==> src/rtl/alu_seq.sv <==
// Sequential ALU: single-cycle add/sub/shift, multi-cycle shift-add multiply,
// valid/ready handshake on both sides with a hold-until-accepted result.
module alu_seq #(
  parameter int unsigned WIDTH = 8
) (
  input  logic                 clk,
  input  logic                 rst,
  input  logic                 in_valid,
  output logic                 in_ready,
  input  logic [WIDTH-1:0]     op1,
  input  logic [WIDTH-1:0]     op2,
  input  logic [2:0]           op,
  output logic                 out_valid,
  input  logic                 out_ready,
  output logic [2*WIDTH-1:0]   result,
  output logic                 err
);

  localparam int unsigned RW = 2 * WIDTH;
  localparam int unsigned CW = (WIDTH > 2) ? $clog2(WIDTH) : 1;

  localparam logic [2:0] OP_ADD = 3'b000;
  localparam logic [2:0] OP_SUB = 3'b001;
  localparam logic [2:0] OP_SHL = 3'b010;
  localparam logic [2:0] OP_SHR = 3'b011;
  localparam logic [2:0] OP_MUL = 3'b100;

  typedef enum logic [1:0] {
    S_IDLE = 2'b00,
    S_BUSY = 2'b01,
    S_DONE = 2'b10
  } state_t;

  state_t          r_state;
  state_t          w_state_nxt;
  logic            r_in_ready;
  logic            r_out_valid;
  logic [RW-1:0]   r_result;
  logic            r_err;
  logic [RW-1:0]   r_acc;
  logic [RW-1:0]   r_mcand;
  logic [WIDTH-1:0] r_mplier;
  logic [CW-1:0]   r_cnt;

  logic            w_accept;
  logic            w_last;
  logic [RW-1:0]   w_alu_res;
  logic            w_alu_err;
  logic [RW-1:0]   w_mul_acc;

  assign in_ready  = r_in_ready;
  assign out_valid = r_out_valid;
  assign result    = r_result;
  assign err       = r_err;

  assign w_accept  = in_valid && (r_state == S_IDLE);
  assign w_last    = (r_cnt == CW'(WIDTH - 1));
  assign w_mul_acc = r_mplier[0] ? (r_acc + r_mcand) : r_acc;

  // State register
  always_ff @(posedge clk) begin
    if (rst) begin
      r_state <= S_IDLE;
    end else begin
      r_state <= w_state_nxt;
    end
  end

  // Next-state logic
  always_comb begin
    w_state_nxt = r_state;
    case (r_state)
      S_IDLE: begin
        if (w_accept) begin
          w_state_nxt = (op == OP_MUL) ? S_BUSY : S_DONE;
        end
      end
      S_BUSY: begin
        if (w_last) begin
          w_state_nxt = S_DONE;
        end
      end
      S_DONE: begin
        if (out_ready) begin
          w_state_nxt = S_IDLE;
        end
      end
      default: w_state_nxt = S_IDLE;
    endcase
  end

  // Single-cycle operations; oversized shift amounts naturally shift out to zero
  always_comb begin
    w_alu_res = '0;
    w_alu_err = 1'b0;
    case (op)
      OP_ADD:  w_alu_res = RW'(op1) + RW'(op2);
      OP_SUB:  w_alu_res = RW'(op1) - RW'(op2);
      OP_SHL:  w_alu_res = RW'(op1) << op2;
      OP_SHR:  w_alu_res = RW'(op1 >> op2);
      OP_MUL:  w_alu_res = '0;
      default: w_alu_err = 1'b1;
    endcase
  end

  // Handshake flags follow the state being entered
  always_ff @(posedge clk) begin
    if (rst) begin
      r_in_ready  <= 1'b1;
      r_out_valid <= 1'b0;
    end else begin
      r_in_ready  <= (w_state_nxt == S_IDLE);
      r_out_valid <= (w_state_nxt == S_DONE);
    end
  end

  // Datapath: operand capture, shift-add iteration, result hold and clear
  always_ff @(posedge clk) begin
    if (rst) begin
      r_result <= '0;
      r_err    <= 1'b0;
      r_acc    <= '0;
      r_mcand  <= '0;
      r_mplier <= '0;
      r_cnt    <= '0;
    end else begin
      case (r_state)
        S_IDLE: begin
          if (w_accept) begin
            if (op == OP_MUL) begin
              r_acc    <= '0;
              r_mcand  <= RW'(op1);
              r_mplier <= op2;
              r_cnt    <= '0;
            end else begin
              r_result <= w_alu_res;
              r_err    <= w_alu_err;
            end
          end
        end
        S_BUSY: begin
          r_acc    <= w_mul_acc;
          r_mcand  <= r_mcand << 1;
          r_mplier <= r_mplier >> 1;
          if (w_last) begin
            r_cnt    <= '0;
            r_result <= w_mul_acc;
            r_err    <= 1'b0;
          end else begin
            r_cnt <= r_cnt + CW'(1);
          end
        end
        S_DONE: begin
          if (out_ready) begin
            r_result <= '0;
            r_err    <= 1'b0;
          end
        end
        default: begin
          r_result <= '0;
          r_err    <= 1'b0;
        end
      endcase
    end
  end

endmodule

==> config.mk <==
export PLATFORM = sky130hd
export DESIGN_NAME = alu_seq
export DESIGN_NICKNAME = d
export VERILOG_FILES = /design/src/rtl/alu_seq.sv
export SDC_FILE = /design/constraint.sdc
export NUM_CORES = 1
export LEC_CHECK = 0
export CAP_MARGIN = 20
export CELL_PAD_IN_SITES_DETAIL_PLACEMENT = 0
export CELL_PAD_IN_SITES_GLOBAL_PLACEMENT = 2
export CORE_MARGIN = 2
export CORE_UTILIZATION = 35
export DETAILED_ROUTE_END_ITERATION = 8
export PLACE_DENSITY_LB_ADDON = 0.1
export SLEW_MARGIN = 20
export SYNTH_ARGS = -nofsm -noshare
export SYNTH_HDL_FRONTEND = slang
export SYNTH_SLANG_ARGS = --single-unit
export TNS_END_PERCENT = 100
==> constraint.sdc <==
create_clock -name clk -period 3.4 [get_ports clk]
set_clock_uncertainty 0.1 [all_clocks]
set_input_delay 0.85 -clock clk [delete_from_list [all_inputs] [get_ports clk]]
set_output_delay 0.85 -clock clk [all_outputs]
set_load 0.005 [all_outputs]
# After elaboration in Yosys (flattened, before gate mapping)
# Index checks and enable logic that the tools add are counted.
totals:
  regBits: 64
  in_bits: 23
  output_inout_bits: 19
op_classes:
  addsub: 4
  eq_ne: 13
  shift: 2
  n_mux: 31
  n_reduce_logical: 8
ops:
  columns: ["op", "n"]
  rows:
  - ["$mux 16", 9]
  - ["$pmux 16 s2", 2]
  - ["$pmux 16 s4", 1]
  - ["$pmux 16 s3", 1]
  - ["$add 16x16->16", 1]
  - ["$mux 8", 2]
  - ["$pmux 8 s2", 1]
  - ["$shl 8x8->16", 1]
  - ["$shr 8x8->16", 1]
  - ["$add 8x8->9", 1]
  - ["$mux 3", 3]
  - ["$sub 8x8->9", 1]
  - ["$mux 2", 4]
  - ["$ne 2x2->1 const B", 4]
  - ["$eq 3x2->1 const B", 2]
  - ["$eq 3x3->1 const B", 2]
  - ["$pmux 2 s3", 1]
  - ["$pmux 3 s2", 1]
  - ["$mux 1", 5]
  - ["$eq 2x2->1 const B", 2]
  - ["$logic_not 2->1", 2]
  - ["$reduce_and 4->1", 1]
  - ["$reduce_or 4->1", 1]
  - ["$add 3x1->3 const B", 1]
  - ["other kinds (8)", 8]

# Longest topological paths before layout
# Gate-level depths: netlist of the first run.
depth:
  depth_word: 6
  depth_mapped: 11
  ltp_nobuf: 11

# Least setup slack after synthesis of the first run
# Ideal clock, no wire load.
synth_timing:
  kind: "input to register"
  start: "input port op2[2]"
  end: "register r_result[5] (netlist: result[5])"
  arrival_ns: 2.993
  path_slack_ns: 0.187
  cell_stages: 10
  n_path_buf: 2
  cell_sequence: "clkbuf_1 -> inv_1 -> buf_1 -> ha_1 -> o21bai_1 -> a221o_1 -> and2_1 -> a221o_1 -> a211oi_1 -> nor2_1"
synth_via:
  elab_chain_cells: 5
synth_lines:
  columns: ["item", "line", "source"]
  rows:
  - ["from (decl)", "11", "input logic [WIDTH-1:0] op2,"]
  - ["$sub 8x8->9, or another cell as far along", "98", "OP_SUB: w_alu_res = RW'(op1) - RW'(op2);"]
  - ["$pmux 16 s4 (*)", "96", "case (op)"]
  - ["$mux 16 (*)", "130", "if (op == OP_MUL) begin"]
  - ["$mux 16 (*)", "129", "if (w_accept) begin"]
  - ["$pmux 16 s3 (*)", "127", "case (r_state)"]
  - ["to (signal assigned)", "136", "r_result <= w_alu_res;"]
  - ["to (signal assigned)", "147", "r_result <= w_mul_acc;"]
  - ["to (decl)", "38", "logic [RW-1:0] r_result;"]
# Every way passes the cells marked *; elsewhere a longest branch is shown, timed or not. The select of a mux whose other input is x is not followed.
# A chain may end at the register's enable or synchronous reset.

# Worst setup path in the final report of the first run
layout_timing:
  start: "input port op2[1]"
  end: "register r_result[5] (netlist: result[5])"
# Same word-level chain as after synthesis.

==> reports/qor.txt, run 1 <==
final setup TNS = 0 ns
via count = 5,311
# DRC = 0
Yosys reg bits = 64
Mapped Area = 0.00510 mm^2
Longest Clk Path Bufs = 2
Final Max Tran Viols = 0
FILL cells = 1,511
GR Overflow Total = 0
sequential fraction of design power = 33.6%
Root Buffer = clkbuf_16
Initial Utilization = 35.5%
post-DR vias/cell = 5.69
Comb pwr share = 21.1%
H-tree depth = 3
Total Die Area = 0.0155 mm^2
critical path startpoint category = input port
Internal Dissipation = 1.72 mW
Initial DRC Count = 292
GPL Wtd Cong = 0.934
crit path max fanout = 3
Layout Nets = 804
worst slew pin tran = 0.578 ns
syn_nets = 736
sequential element share of the synthesized area = 25.1%
P&R area growth vs syn = 25.1%
RSZ-0062 raised after global routing = false
synth unique cells = 71
highest-count cells in the layout ignoring fill and taps = nor2_1, a21oi_1, dfxtp_1
final count of hold timing violations = 0
worst skew pair latency = 0.34 ns
post-CTS setup buffers = 0
First-pass DRT Iterations = 6
Max Fclk = 0.329 GHz
CTS resizes = 0
maximum vdd drop = 0.232 mV
final setup violation count = 0
async set-reset flop share out of synthesis = 0%
number of synthesized flops with an enable pin = 0
Design Power = 2.39 mW
I/O Buffers = 41
Post-Route WL = 18,100 um
antenna violations before repair = 0
Post-Syn Instances = 677
Hold-fix buffers, CTS = 0
critical path, cell by cell = clkdlybuf4s50_1 -> clkinv_1 -> ha_1 -> nor2b_1 -> o21ai_0 -> a21oi_1 -> or2_2 -> a221o_1 -> a211oi_1 -> nor2_1
row count = 44
num ports = 42
CTS tree = yes
gr usage total = 23.4%
Clk pwr share = 45.3%
MaxCap Viol Count = 0
leakage power = 2.61 nW
first-pass GRT wire length = 28,600 um
PwrDens = 375 mW/mm^2
core area = 0.0144 mm^2
fin crit period = 3.04 ns
Worst-path clk slew = 0.06 ns
largest stage delay on the critical path = 0.48 ns
status = completed
Crit. End Element = flop
Die W = 125 um
diode count = 0
share of cells above drive strength 1 = 13.2%
syn_area_per_cell = 7.53 um^2
Synth warnings = 0
die height = 125 um
Antenna Nets Post-Route = 0
vias in the first global route = 5,139
commonest non-fill, non-tap cell in the layout = nor2_1
Worst Path Class, Setup = input port to flop
hpwl dp = 13,800 um
CP max stage cell = clkdlybuf4s50_1
drt wl/cell = 19.4 um
Min-Delay Path Class = flop to flop
relative slew slack = 61.3%
Clock Sinks = 64
sw frac = 28.0%
pin count of the biggest net entering global routing = 39
Net Switching = 0.670 mW
fin crit share = 89.4%
worst path required time = 3.53 ns
ys flop type = dfxtp_1
worst endpoint data arrival time = 3.17 ns
Num CTS Buffers = 9
## final cells by class
class                      count  area (um^2)  share of cell area, %
timing repair buffer         101          881                   13.8
tap                          184          230                   3.61
clock inverter                 7          120                   1.88
clock buffer                   9          225                   3.53
multi-input combinational    545         3550                   55.7
inverter                      24         90.1                   1.41
sequential                    64         1280                   20.1
## power groups by stage
stage	Sequential, mW	Combinational [mW]	Clock (mW)
floorplan	0.812	0.274	0
global placement	0.821	0.501	0
detailed placement	0.821	0.500	0
CTS	0.805	0.502	1.10
global route	0.809	0.549	1.14
finish	0.805	0.504	1.08
## critical path: cells and delay by family
kind / cells / cell delay, ns
AO/OA/AOI/OAI: 4 / 0.96
buffers and inverters: 2 / 0.57
AND/OR/NAND/NOR: 3 / 0.51
adder cells (fa/ha/maj): 1 / 0.29
## stage by stage
step / instance area, um^2 / setup WS [ns] / utilization, % / cells / hold WS [ns]
CTS: 6380 / 0.362 / 44.4 / 934 / 0.381
detailed placement: 6030 / -0.00557 / 42.0 / 918 / 0.372
global placement: 6030 / -0.0183 / 42.0 / 918 / 0.359
floorplan: 5100 / 0.187 / - / 677 / 0.348
global route: 6380 / 0.138 / 44.4 / 934 / 0.400
finish: 6380 / 0.359 / 44.4 / 934 / 0.379
## flip-flops by register name (all words and copies together) (netlist names)
register and flops:
r_cnt 3, result 16, r_state 2, out_valid 1, r_mplier 8, r_acc 16, in_ready 1, err 1
r_mcand 16
## cells by family after synthesis
kind of cell             after synthesis  synth area share (%)
multiplexers                          30                  6.92
flip-flops                            64                  25.1
adder cells (fa/ha/maj)               36                  9.28
AO/OA/AOI/OAI                        217                  28.3
buffers and inverters                 68                  5.33
AND/OR/NAND/NOR                      253                  23.5
XOR/XNOR                               9                  1.55
## synth_stat cells, types with 4 or more instances
| cell | instances | area, um^2 |
|---|---|---|
| inv_1 | 22 | 82.6 |
| o21a_1 | 6 | 45.0 |
| a22o_1 | 4 | 35.0 |
| dfxtp_1 | 64 | 1280 |
| or3_1 | 5 | 31.3 |
| nor2b_1 | 10 | 62.6 |
| nand2_1 | 56 | 210 |
| o211ai_1 | 7 | 52.6 |
| o21ai_0 | 29 | 145 |
| a31oi_1 | 8 | 50.1 |
| a311oi_1 | 7 | 61.3 |
| o31ai_1 | 5 | 37.5 |
| xnor2_1 | 7 | 61.3 |
| nand4_1 | 5 | 31.3 |
| o22ai_1 | 6 | 37.5 |
| nor2_1 | 87 | 327 |
| a211oi_1 | 22 | 165 |
| mux2i_1 | 24 | 240 |
| a211o_1 | 4 | 35.0 |
| ha_1 | 33 | 413 |
| nand2b_1 | 10 | 62.6 |
| a22oi_1 | 4 | 30.0 |
| buf_2 | 10 | 50.1 |
| a21o_1 | 10 | 75.1 |
| nand3_1 | 24 | 120 |
| buf_1 | 5 | 18.8 |
| and3_1 | 10 | 62.6 |
| clkbuf_1 | 28 | 105 |
| a21oi_1 | 71 | 355 |
| mux4_2 | 4 | 90.1 |
| nor3_1 | 26 | 130 |
| nand3b_1 | 4 | 30.0 |
## final timing paths
path | from | to | slack (ns) | depth (start not counted)
worst min-delay path | r_cnt[1] | r_cnt[1] | 0.38 | 2
worst max-delay path | op2[1] | result[5] | 0.36 | 10
worst max register to register | r_mcand[0] | result[10] | 0.59 | 9
worst min register to register | r_cnt[1] | r_cnt[1] | 0.38 | 2
## metal layers
metal	routed length, um	track usage, %
met5	0	0
met4	362	7.60
met3	888	4.12
met2	8180	37.0
met1	8670	32.4
No activity file was read; power rests on OpenSTA's default activity.
==> inputs of run 2 (changes only) <==
--- a/config.mk
+++ b/config.mk
@@ -11,7 +11,7 @@
 export CORE_MARGIN = 2
 export CORE_UTILIZATION = 35
 export DETAILED_ROUTE_END_ITERATION = 8
-export PLACE_DENSITY_LB_ADDON = 0.1
+export PLACE_DENSITY = 0.81
 export SLEW_MARGIN = 20
 export SYNTH_ARGS = -nofsm -noshare
 export SYNTH_HDL_FRONTEND = slang
==> reports/qor.txt, run 2 (synthesis results as in run 1) <==
status = completed (unchanged)
critical hold path startpoint = r_cnt[2] (was r_cnt[1])
Longest Clk Path Bufs = 2 (unchanged)
FILL cells = 1,450 (was 1,511)
worst setup margin = 0.330 ns (was 0.359 ns)
Min-Delay Path Class = flop to flop (unchanged)
share of cells above drive strength 1 = 15.1% (was 13.2%)
gr usage total = 23.3% (was 23.4%)
Final Instance Count excl. Fillers = 951 (was 934)
highest-count cells in the layout ignoring fill and taps = nor2_1, buf_4, a21oi_1 (was nor2_1, a21oi_1, dfxtp_1)
P&R area growth vs syn = 27.0% (was 25.1%)
Placed Cells incl. Taps = 935 (was 918)
Total Die Area = 0.0155 mm^2 (unchanged)
Root Buffer = clkbuf_16 (unchanged)
first-pass GRT wire length = 29,000 um (was 28,600 um)
Post-Route WL = 18,300 um (was 18,100 um)
CTS tree = yes (unchanged)
leakage power = 2.67 nW (was 2.61 nW)
crit path max fanout = 5 (was 3)
Register Area = 0.00128 mm^2 (unchanged)
reg-to-reg slack, setup = 0.63 ns (was 0.59 ns)
Hold Path End = r_cnt[2] (was r_cnt[1])
post-CTS setup buffers = 0 (unchanged)
CTS resizes = 0 (unchanged)
footprint of the multi-input gates = 0.00355 mm^2 (unchanged)
relative slew slack = 66.0% (was 61.3%)
First-pass DRT Iterations = 5 (was 6)
worst path required time = 3.54 ns (was 3.53 ns)
num ports = 42 (unchanged)
commonest non-fill, non-tap cell in the layout = nor2_1 (unchanged)
DP Area = 0.00616 mm^2 (was 0.00603 mm^2)
Hold-fix buffers, CTS = 0 (unchanged)
drt wl/cell = 19.2 um (was 19.4 um)
diode count = 0 (unchanged)
reg2reg end = result[10] (unchanged)
final setup violation count = 0 (unchanged)
Antenna Nets Post-Route = 0 (unchanged)
MaxCap Viol Count = 0 (unchanged)
GPL Wtd Cong = 0.955 (was 0.934)
Worst Path Class, Setup = input port to flop (unchanged)
Final Max Tran Viols = 0 (unchanged)
critical path startpoint category = input port (unchanged)
vias in the first global route = 5,226 (was 5,139)
final instance area = 0.00647 mm^2 (was 0.00638 mm^2)
Clock Sinks = 64 (unchanged)
worst slew pin tran = 0.505 ns (was 0.578 ns)
RSZ-0062 raised after global routing = false (unchanged)
# DRC = 0 (unchanged)
fin crit period = 3.07 ns (was 3.04 ns)
antenna violations before repair = 0 (unchanged)
via count = 5,462 (was 5,311)
Crit. End Element = flop (unchanged)
core area = 0.0144 mm^2 (unchanged)
maximum vdd drop = 0.252 mV (was 0.232 mV)
GR Overflow Total = 0 (unchanged)
Initial DRC Count = 384 (was 292)
pin count of the biggest net entering global routing = 43 (was 39)
worst hold stages = 2 (unchanged)
row count = 44 (unchanged)
WHS = 0.375 ns (was 0.379 ns)
PwrDens = 354 mW/mm^2 (was 375 mW/mm^2)
worst endpoint data arrival time = 3.21 ns (was 3.17 ns)
Max Fclk = 0.326 GHz (was 0.329 GHz)
worst skew pair latency = 0.33 ns (was 0.34 ns)
Num CTS Buffers = 9 (unchanged)
I/O Buffers = 41 (unchanged)
r2r startpoint = r_mcand[0] (unchanged)
Initial Utilization = 35.5% (unchanged)
H-tree depth = 3 (unchanged)
dpl ws = -0.0159 ns (was -0.00557 ns)
path depth of the worst reg2reg path = 9 (unchanged)
fin crit share = 90.3% (was 89.4%)
Worst-path clk slew = 0.06 ns (about the same)
Die W = 125 um (unchanged)
hpwl dp = 14,100 um (was 13,800 um)
post-DR vias/cell = 5.74 (was 5.69)
final count of hold timing violations = 0 (unchanged)
die height = 125 um (unchanged)
Design Power = 2.29 mW (was 2.39 mW)
Layout Nets = 821 (was 804)
==> run 2: worst max-delay path by stage <==
stage | from | endpoint | slack [ns] | cells after the start
floorplan | op2[2] | result[5] | 0.19 | 10
global placement | op2[0] | result[4] | 0.05 | 11
detailed placement | op2[1] | result[5] | -0.02 | 11
CTS | op2[1] | result[5] | 0.33 | 11
global route | op2[1] | result[5] | 0.19 | 11
finish | op2[0] | result[10] | 0.33 | 12
==> run 2: stage by stage <==
step,setup TNS [ns],utilization [%]
2_1_floorplan,0,-
3_3_place_gp,0,42.9
3_5_place_dp,-0.0159,42.9
4_1_cts,0,45.0
5_1_grt,0,45.0
6_report,0,45.0
==> run 2: cell type report <==
class | count | area share, %
clock inverter | 6 | 1.12
inverter | 24 | 1.39
tap | 184 | 3.56
multi-input combinational | 545 | 54.9
timing repair buffer | 118 | 15.6
clock buffer | 10 | 3.69
sequential | 64 | 19.8
==> run 2: metal layers <==
metal,part of all wire [%],global-route usage (%),wire length (um),vias to the layer above
met3,3.7,2.66,672,22
met4,2.3,7.60,420,0
li1,-,-,-,2671
met5,0,0,0,-
met2,47,38.1,8550,137
met1,47,31.9,8620,2632
==> run 2: power breakdown <==
part	total (mW)	internal [mW]	leakage [nW]	switching, mW
clock	0.967	0.597	0.150	0.371
combinational	0.516	0.237	2.00	0.279
sequential	0.806	0.780	0.520	0.0264
==> run 2: critical path, stage by stage <==
cell,delay [ns]
clkdlybuf4s50_1,0.56
ha_1,0.21
inv_1,0.06
fa_1,0.38
a21o_1,0.19
a21o_1,0.19
a21oi_1,0.15
buf_4,0.17
nand2_1,0.08
nand2_1,0.10
a21oi_1,0.05
a211oi_1,0.23
